$ cat src/rtl/ahb_console_uart_if.sv
// AHB-Lite slave-side bus bundle for the console UART.
// The interconnect (or bench) drives HREADY; the slave returns HRDATA/HREADYOUT/HRESP.
interface ahb_console_uart_if;
  logic        HSEL;
  logic [3:0]  HADDR;
  logic [1:0]  HTRANS;
  logic        HWRITE;
  logic [2:0]  HSIZE;
  logic [31:0] HWDATA;
  logic        HREADY;
  logic [31:0] HRDATA;
  logic        HREADYOUT;
  logic        HRESP;

  modport master (
    output HSEL, HADDR, HTRANS, HWRITE, HSIZE, HWDATA, HREADY,
    input  HRDATA, HREADYOUT, HRESP
  );

  modport slave (
    input  HSEL, HADDR, HTRANS, HWRITE, HSIZE, HWDATA, HREADY,
    output HRDATA, HREADYOUT, HRESP
  );
endinterface

$ cat src/rtl/ahb_console_uart.sv
// AHB-Lite console UART: DATA writes feed an 8-entry TX FIFO serialised as 8N1 on txd.
// Zero-wait-state except a DATA write on a full FIFO, which holds HREADYOUT low until a pop frees space.
module ahb_console_uart #(
  parameter int CLK_DIV   = 16,
  parameter int FIFO_LOG2 = 3
) (
  input  logic              sim_clock,
  input  logic              power_on_reset_n,
  ahb_console_uart_if.slave bus,
  output logic              txd,
  output logic              stop_req
);
  localparam int DEPTH = 1 << FIFO_LOG2;

  typedef enum logic [1:0] {S_IDLE, S_START, S_DATA, S_STOP} state_t;

  logic [1:0]           r_addr;
  logic                 r_write;
  logic                 r_valid;
  logic [7:0]           r_mem [DEPTH];
  logic [FIFO_LOG2-1:0] r_wr_ptr;
  logic [FIFO_LOG2-1:0] r_rd_ptr;
  logic [FIFO_LOG2:0]   r_count;
  state_t               r_state;
  logic [15:0]          r_div;
  logic [2:0]           r_bit;
  logic [7:0]           r_shift;
  logic                 r_txd;

  logic        w_full;
  logic        w_empty;
  logic        w_data_wr;
  logic        w_push;
  logic        w_pop;
  logic        w_bit_end;
  logic [31:0] w_status;
  logic        w_unused;

  assign w_full    = (r_count == (FIFO_LOG2 + 1)'(DEPTH));
  assign w_empty   = (r_count == '0);
  assign w_data_wr = r_valid && r_write && (r_addr == 2'd0);
  assign w_push    = w_data_wr && !w_full;
  assign w_bit_end = (r_div == 16'(CLK_DIV - 1));
  // IDLE pops as soon as data is present; STOP pops on its last cycle so frames abut.
  assign w_pop     = !w_empty && ((r_state == S_IDLE) || ((r_state == S_STOP) && w_bit_end));
  assign w_status  = {24'd0, 4'(r_count), 1'b0, (r_state != S_IDLE), w_empty, w_full};

  assign bus.HRDATA    = (r_valid && !r_write && (r_addr == 2'd1)) ? w_status : 32'd0;
  assign bus.HREADYOUT = !(w_data_wr && w_full);
  assign bus.HRESP     = 1'b0;
  assign txd           = r_txd;
  assign stop_req      = w_push && (bus.HWDATA[7:0] == 8'h0D);
  assign w_unused      = ^{bus.HSIZE, bus.HWDATA[31:8], bus.HADDR[1:0], bus.HTRANS[0]};

  always_ff @(posedge sim_clock or negedge power_on_reset_n) begin
    if (!power_on_reset_n) begin
      r_valid <= 1'b0;
      r_write <= 1'b0;
      r_addr  <= 2'd0;
    end else if (bus.HREADY) begin
      r_valid <= bus.HSEL && bus.HTRANS[1];
      r_write <= bus.HWRITE;
      r_addr  <= bus.HADDR[3:2];
    end
  end

  always_ff @(posedge sim_clock) begin
    if (w_push) begin
      r_mem[r_wr_ptr] <= bus.HWDATA[7:0];
    end
  end

  always_ff @(posedge sim_clock or negedge power_on_reset_n) begin
    if (!power_on_reset_n) begin
      r_wr_ptr <= '0;
      r_rd_ptr <= '0;
      r_count  <= '0;
    end else begin
      if (w_push) begin
        r_wr_ptr <= r_wr_ptr + FIFO_LOG2'(1);
      end
      if (w_pop) begin
        r_rd_ptr <= r_rd_ptr + FIFO_LOG2'(1);
      end
      case ({w_push, w_pop})
        2'b10:   r_count <= r_count + (FIFO_LOG2 + 1)'(1);
        2'b01:   r_count <= r_count - (FIFO_LOG2 + 1)'(1);
        default: r_count <= r_count;
      endcase
    end
  end

  always_ff @(posedge sim_clock or negedge power_on_reset_n) begin
    if (!power_on_reset_n) begin
      r_state <= S_IDLE;
      r_txd   <= 1'b1;
      r_div   <= 16'd0;
      r_bit   <= 3'd0;
      r_shift <= 8'd0;
    end else begin
      case (r_state)
        S_IDLE: begin
          if (w_pop) begin
            r_shift <= r_mem[r_rd_ptr];
            r_state <= S_START;
            r_txd   <= 1'b0;
            r_div   <= 16'd0;
          end
        end
        S_START: begin
          if (w_bit_end) begin
            r_div   <= 16'd0;
            r_bit   <= 3'd0;
            r_state <= S_DATA;
            r_txd   <= r_shift[0];
          end else begin
            r_div <= r_div + 16'd1;
          end
        end
        S_DATA: begin
          if (w_bit_end) begin
            r_div <= 16'd0;
            if (r_bit == 3'd7) begin
              r_state <= S_STOP;
              r_txd   <= 1'b1;
            end else begin
              r_bit   <= r_bit + 3'd1;
              r_shift <= {1'b0, r_shift[7:1]};
              r_txd   <= r_shift[1];
            end
          end else begin
            r_div <= r_div + 16'd1;
          end
        end
        S_STOP: begin
          if (w_bit_end) begin
            r_div <= 16'd0;
            if (w_pop) begin
              r_shift <= r_mem[r_rd_ptr];
              r_state <= S_START;
              r_txd   <= 1'b0;
            end else begin
              r_state <= S_IDLE;
            end
          end else begin
            r_div <= r_div + 16'd1;
          end
        end
        default: r_state <= S_IDLE;
      endcase
    end
  end
endmodule

$ cat src/flat_wrapper.sv
// flat-port wrapper written by rule: the top's interface ports become plain ports
module ahb_console_uart_flat 
#(
  parameter int CLK_DIV   = 16,
  parameter int FIFO_LOG2 = 3
)
  (sim_clock, power_on_reset_n, txd, stop_req, bus_HSEL, bus_HADDR, bus_HTRANS, bus_HWRITE, bus_HSIZE, bus_HWDATA, bus_HREADY, bus_HRDATA, bus_HREADYOUT, bus_HRESP);
  ahb_console_uart_if bus_i ();
  input  logic sim_clock;
  input  logic power_on_reset_n;
  output logic txd;
  output logic stop_req;
  input wire logic [$bits(bus_i.HSEL)-1:0] bus_HSEL;
  input wire logic [$bits(bus_i.HADDR)-1:0] bus_HADDR;
  input wire logic [$bits(bus_i.HTRANS)-1:0] bus_HTRANS;
  input wire logic [$bits(bus_i.HWRITE)-1:0] bus_HWRITE;
  input wire logic [$bits(bus_i.HSIZE)-1:0] bus_HSIZE;
  input wire logic [$bits(bus_i.HWDATA)-1:0] bus_HWDATA;
  input wire logic [$bits(bus_i.HREADY)-1:0] bus_HREADY;
  output wire logic [$bits(bus_i.HRDATA)-1:0] bus_HRDATA;
  output wire logic [$bits(bus_i.HREADYOUT)-1:0] bus_HREADYOUT;
  output wire logic [$bits(bus_i.HRESP)-1:0] bus_HRESP;
  assign bus_i.HSEL = bus_HSEL;
  assign bus_i.HADDR = bus_HADDR;
  assign bus_i.HTRANS = bus_HTRANS;
  assign bus_i.HWRITE = bus_HWRITE;
  assign bus_i.HSIZE = bus_HSIZE;
  assign bus_i.HWDATA = bus_HWDATA;
  assign bus_i.HREADY = bus_HREADY;
  assign bus_HRDATA = bus_i.HRDATA;
  assign bus_HREADYOUT = bus_i.HREADYOUT;
  assign bus_HRESP = bus_i.HRESP;
  ahb_console_uart #(.CLK_DIV(CLK_DIV), .FIFO_LOG2(FIFO_LOG2)) u_core (.sim_clock(sim_clock), .power_on_reset_n(power_on_reset_n), .bus(bus_i), .txd(txd), .stop_req(stop_req));
endmodule
$ cat config.mk
export PLATFORM = sky130hd
export DESIGN_NAME = ahb_console_uart_flat
export DESIGN_NICKNAME = d
export VERILOG_FILES = /design/src/rtl/ahb_console_uart_if.sv /design/src/rtl/ahb_console_uart.sv /design/src/flat_wrapper.sv
export SDC_FILE = /design/constraint.sdc
export NUM_CORES = 1
export LEC_CHECK = 0
export CORE_MARGIN = 1
export CORE_UTILIZATION = 30
export CTS_CLUSTER_DIAMETER = 100
export CTS_CLUSTER_SIZE = 24
export DETAILED_ROUTE_END_ITERATION = 12
export HOLD_SLACK_MARGIN = 0.08
export SYNTH_ARGS = -nofsm -noshare
export SYNTH_HDL_FRONTEND = slang
export SYNTH_SLANG_ARGS = --single-unit
export TNS_END_PERCENT = 50
$ cat constraint.sdc
create_clock -name sim_clock -period 4.4 [get_ports sim_clock]
set_clock_uncertainty 0.2 [all_clocks]
set_input_delay 0.66 -clock sim_clock [delete_from_list [all_inputs] [get_ports sim_clock]]
set_output_delay 0.66 -clock sim_clock [all_outputs]
set_load 0.02 [all_outputs]
After elaboration in Yosys (flattened, before gate mapping)
Memories as Yosys holds them, arrays and structs flattened. Cells that the tools add are included.

Word-level logic and storage cells: 90. RAM bits: 64. Register bits: 44. Output and inout bits: 36. Bits of input ports: 46. Memories: 1.

Memory list: u_core.r_mem (words 8, width 8, read ports 1, clocked after memory_dff 0, write ports 1, RTL line ahb_console_uart.sv:20) `logic [7:0] r_mem [DEPTH];`.

Add/subtract/negate cells: 6. Reductions and logical operators: 27. Eq/ne operators: 16. Multiplexer cells: 29.

Operators with widths (count): 2-to-1 mux 8 bit (5); 2-to-1 mux 16 bit (2); case mux 16 bit (2 select lines) (1); case mux 8 bit (3 select lines) (1); adder 16 x 1 -> 16 bit, second input constant (1); == test 16 x 4 -> 1 bit, second input constant (1); logical AND 1 bit (10); 2-to-1 mux 2 bit (5); != test 2 x 1 -> 1 bit, second input constant (5); adder 3 x 1 -> 3 bit, second input constant (3); 2-to-1 mux 3 bit (3); == test 8 x 4 -> 1 bit, second input constant (1); 2-to-1 mux 1 bit (8); case mux 2 bit (4 select lines) (1); case mux 4 bit (2 select lines) (1); AND reduction 4 bit (2); == test 2 x 1 -> 1 bit, second input constant (3); == test 2 bit, second input constant (3); case mux 3 bit (2 select lines) (1); nonzero test 2 bit (3); AND reduction 5 bit (1); adder 4 x 1 -> 4 bit, second input constant (1); == test 4 bit, second input constant (1); logical NOT 1 bit (4); 10 further kinds (11).

Logic depth before layout (Yosys ltp)
Depth in word-level cells: 7. Mapped depth: 12. Gate-level depth less buffers: 11.

Worst setup path after synthesis
OpenSTA, ideal clock, no wires.

Path type: register -> register. Start point: register u_core.r_state[0]. End point: register u_core.r_count[2]. Path buffers: 1. Required time: 4.072 ns. Path slack: 1.636 ns. Clock period less this slack: 2.764 ns. Arrival: 2.436 ns. Library setup time: 0.128 ns. Stages on the path, launching flop included: 13. Cells stage by stage: dfrtp_1 inv_1 ha_1 clkbuf_1 a41oi_1 nor3_2 ha_1 xor2_1 ha_1 a21oi_1 xor2_1 nor2_1 xor2_1.

Longest elaborated chain between the ends: 6. Elaborated cells between the ends (all ways): 9. Classes of those cells: 3 x eq/ne; 1 x mux; 5 x reduce/logical.

RTL lines: from (decl) (RTL line ahb_console_uart.sv:24) `state_t r_state;`; from (signal assigned) (RTL line ahb_console_uart.sv:95) `r_state <= S_IDLE;`; from (signal assigned) (RTL line ahb_console_uart.sv:105) `r_state <= S_START;`; from (signal assigned) (RTL line ahb_console_uart.sv:114) `r_state <= S_DATA;`; == test 2 bit (RTL line ahb_console_uart.sv:45) `assign w_pop = !w_empty && ((r_state == S_IDLE) || ((r_state == S_STOP) && w_bit_end));`; logical AND 1 bit (RTL line ahb_console_uart.sv:45); logical OR 1 bit (*) (RTL line ahb_console_uart.sv:45); logical AND 1 bit (*) (RTL line ahb_console_uart.sv:45); == test 2 x 1 -> 1 bit / == test 2 bit (equally long branches) (RTL line ahb_console_uart.sv:85) `case ({w_push, w_pop})`; case mux 4 bit (2 select lines) / nonzero test 2 bit (equally long branches); to (signal assigned) (RTL line ahb_console_uart.sv:86) `2'b10: r_count <= r_count + (FIFO_LOG2 + 1)'(1);`; to (signal assigned) (RTL line ahb_console_uart.sv:87) `2'b01: r_count <= r_count - (FIFO_LOG2 + 1)'(1);`; to (signal assigned) (RTL line ahb_console_uart.sv:88) `default: r_count <= r_count;`; to (decl) (RTL line ahb_console_uart.sv:23) `logic [FIFO_LOG2:0] r_count;`.

Every way passes the cells marked *; elsewhere a longest branch is shown, timed or not. A chain may end at the register's enable or synchronous reset.

Worst setup path in the final report
Start point: input bus_HWDATA[1]. End point: output stop_req.

Longest elaborated chain between the ends: 2.

RTL lines: from (decl) (RTL line flat_wrapper.sv:18) `input wire logic [$bits(bus_i.HWDATA)-1:0] bus_HWDATA;`; == test 8 x 4 -> 1 bit (RTL line ahb_console_uart.sv:52) `assign stop_req = w_push && (bus.HWDATA[7:0] == 8'h0D);`; logical AND 1 bit (RTL line ahb_console_uart.sv:52); to (decl) (RTL line flat_wrapper.sv:12) `output logic stop_req;`.

No other way between the ends.

==> flow_summary.json <==
{
  "min_period_over_period": 0.781,
  "leakagePower_nw": 2.22,
  "hold_buffers": 0,
  "ys_ff_latch": 108,
  "grt_first_pass_wirelength_mm": 15.8,
  "drt_first_pass_iters": 4,
  "synth_edf_count": 64,
  "synth_area_um2": 5210,
  "clock_latency_ns": 0.36,
  "hold_viol": 0,
  "final-instance-count-excl-fill": 664,
  "synthCells": 415,
  "final_nets": 498,
  "drc": 0,
  "fillers": 1607,
  "crit_type": "input port to output port",
  "path_max_fanout": 9,
  "synth-seq-area-share": 0.580,
  "io_pins": 82,
  "fin_crit_ns": 3.44,
  "reg2reg_depth": 10,
  "setup_viol": 0,
  "wirelength_mm": 9.33,
  "antenna_found_initial": 0,
  "ant_nets": 0,
  "detail_route.iter0.violations": 249,
  "power.density_nw_per_um2": 565,
  "syn_avg_cell_area_um2": 12.6,
  "max_freq_ghz": 0.291,
  "slew_viol_final": 0,
  "start_util": 0.311,
  "multi_input_area_um2": 1970,
  "placeableCoreArea_um2": 16800,
  "die_y_um": 134,
  "worst_slew_pin_slew_ns": 0.984,
  "drive_gt1_frac": 0.142,
  "overflow": 0,
  "core.rowCount": 47,
  "routabilityCongestion": 0.765,
  "post-cts-setup-buffer-count": 0,
  "cpMostUsedCell": "clkdlybuf4s50_1",
  "wl_per_cell_um": 14.0,
  "dp_hpwl_mm": 6.51,
  "path_clk_slew_ns": 0.08,
  "synth-async-reset-ratio": 0.407,
  "die_w_um": 134,
  "setup_tns_ns": 0,
  "cts_buffers": 9,
  "crit_chain": "clkdlybuf4s50_1 -> or4_1 -> nor3_1 -> clkdlybuf4s50_1",
  "synth_cell_types": 54,
  "cp-end-kind": "output port",
  "postCtsResizedCells": 0,
  "final_core_util": 0.353,
  "placedCellCount": 648,
  "grt_usage": 0.115,
  "whs_ns": 0.251,
  "yosys_warnings": 0,
  "cts_tree": "done",
  "cp_slowest_stage_delay_ns": 0.64,
  "cts_sinks": 108,
  "n_antenna_cell": 0,
  "grt_pass1_vias": 3129,
  "vias": 3195,
  "rsz0062_at_grt": "false",
  "die_area_um2": 17900,
  "ff_latch_area_um2": 3020,
  "cap_violations": 0,
  "area_growth_pct": 13.4,
  "grt_max_degree": 45,
  "clockBufferDepth": 2,
  "cp.required_ns": 3.54,
  "viasPerCell": 4.81,
  "htreeDepth": 3,
  "ys.flop_type": "edfxtp_1",
  "outcome": "finished, final reports clean",
  "cpMaxStageDelayCell": "clkdlybuf4s50_1",
  "portBuffers": 25,
  "root_buffer": "clkbuf_16",
  "slew-limit-headroom": 0.344,
  "arrival_ns": 2.58,
  "worstHoldPathType": "input port to async pin",
  "startpoint_type": "input port",
  "finalPower_mw": 3.34,
  "ir_worst_vdd_uv": 252
}
-- logic make-up after synthesis --
family | count (synthesis) | share of synthesized area
other | 1 | 0.000720
and+or+nand+nor | 112 | 0.114
buffers and inverters | 49 | 0.0593
adders and majority gates | 13 | 0.0312
muxes | 45 | 0.104
AOI/OAI and AO/OA | 78 | 0.0953
xor gates and xnor gates | 9 | 0.0151
DFF | 108 | 0.580
-- metal layers --
layer	part of all wire	global-route usage	vias up
met4	0.017	0.0524	0
met1	0.46	0.141	1561
met2	0.48	0.187	85
li1	-	-	1536
met3	0.044	0.0325	13
met5	0	0	-
-- report_power, final --
group | internal, mW | leakage [nW] | switching [mW]
clock | 0.463 | 0.160 | 0.402
combinational | 0.549 | 0.928 | 0.564
sequential | 1.20 | 1.14 | 0.158
-- final timing paths --
kind	from	to	slack, ns
max	bus_HWDATA[1]	stop_req	0.96
min	power_on_reset_n	u_core.r_div[10]$_DFFE_PN0N_	0.25
max reg2reg	u_core.r_div[8]$_DFFE_PN0N_	u_core.r_count[2]$_DFFE_PN0P_	1.28
min reg2reg	u_core.txd$_DFFE_PN1P_	u_core.txd$_DFFE_PN1P_	0.30
max in group asynchronous	power_on_reset_n	u_core.r_addr[0]$_DFFE_PN0P_	3.13
min in group sim_clock	u_core.txd$_DFFE_PN1P_	u_core.txd$_DFFE_PN1P_	0.30
-- sequential cells by signal (all words and copies together), names as in the netlist --
name,cells
u_core.r_mem,64
u_core.r_div,16
u_core.r_shift,8
u_core.r_count,4
u_core.r_bit,3
u_core.r_rd_ptr,3
u_core.r_wr_ptr,3
u_core.r_addr,2
u_core.r_state,2
u_core.r_valid,1
u_core.r_write,1
u_core.txd,1
-- synthesized netlist by cell type (5+ instances only) --
cell	n	area [um^2]
a21oi_1	8	40.0
a221o_1	7	70.1
a22o_1	5	43.8
and2_1	6	37.5
buf_4	26	195
clkbuf_1	9	33.8
dfrtp_1	43	1080
edfxtp_1	64	1920
ha_1	13	163
inv_1	7	26.3
mux2_2	20	225
mux2_4	8	120
mux2i_1	15	150
nand2_1	41	154
nand2b_1	6	37.5
nand3_1	7	35.0
nor2_1	16	60.1
nor3_1	7	35.0
nor4_1	5	31.3
o21ai_0	36	180
o22ai_1	9	56.3
xor2_1	6	52.6
-- layout make-up --
class / instances / area share
tap: 220 / 0.0466
timing repair buffer: 30 / 0.0479
clock inverter: 7 / 0.0174
clock buffer: 9 / 0.0381
sequential: 108 / 0.512
multi-input combinational: 283 / 0.334
inverter: 7 / 0.00445
-- placed cells by master (no fill, tap or decap), types with 3 or more instances in the layout --
| master | instances |
|---|---|
| dfrtp_1 | 43 |
| mux2i_1 | 15 |
| a31oi_1 | 4 |
| a221o_1 | 7 |
| conb_1 | 26 |
| nand2b_1 | 6 |
| nand3_1 | 7 |
| inv_1 | 7 |
| nor4_1 | 5 |
| buf_4 | 5 |
| clkdlybuf4s50_1 | 24 |
| o21ai_0 | 36 |
| a21oi_1 | 8 |
| xor2_1 | 6 |
| a22o_1 | 5 |
| edfxtp_1 | 64 |
| mux2_4 | 8 |
| clkbuf_16 | 9 |
| mux2_2 | 20 |
| ha_1 | 13 |
| xnor2_1 | 3 |
| nor3_1 | 7 |
| nor2b_1 | 4 |
| o22ai_1 | 9 |
| nand2_1 | 41 |
| nand4_1 | 4 |
| nor2_1 | 16 |
| and2_1 | 6 |
-- metrics by stage --
step | area (um^2) | setup slack (ns)
2_1_floorplan | 5310 | 1.64
3_3_place_gp | 5580 | 0.959
3_5_place_dp | 5580 | 0.959
4_1_cts | 5910 | 0.947
5_1_grt | 5910 | 0.902
6_report | 5910 | 0.962
-- worst max-delay path: cells and delay by family --
family / cells / cell delay (ns)
and+or+nand+nor: 2 / 0.74
buffers and inverters: 2 / 1.18
Power figures use the tool's default switching activity.
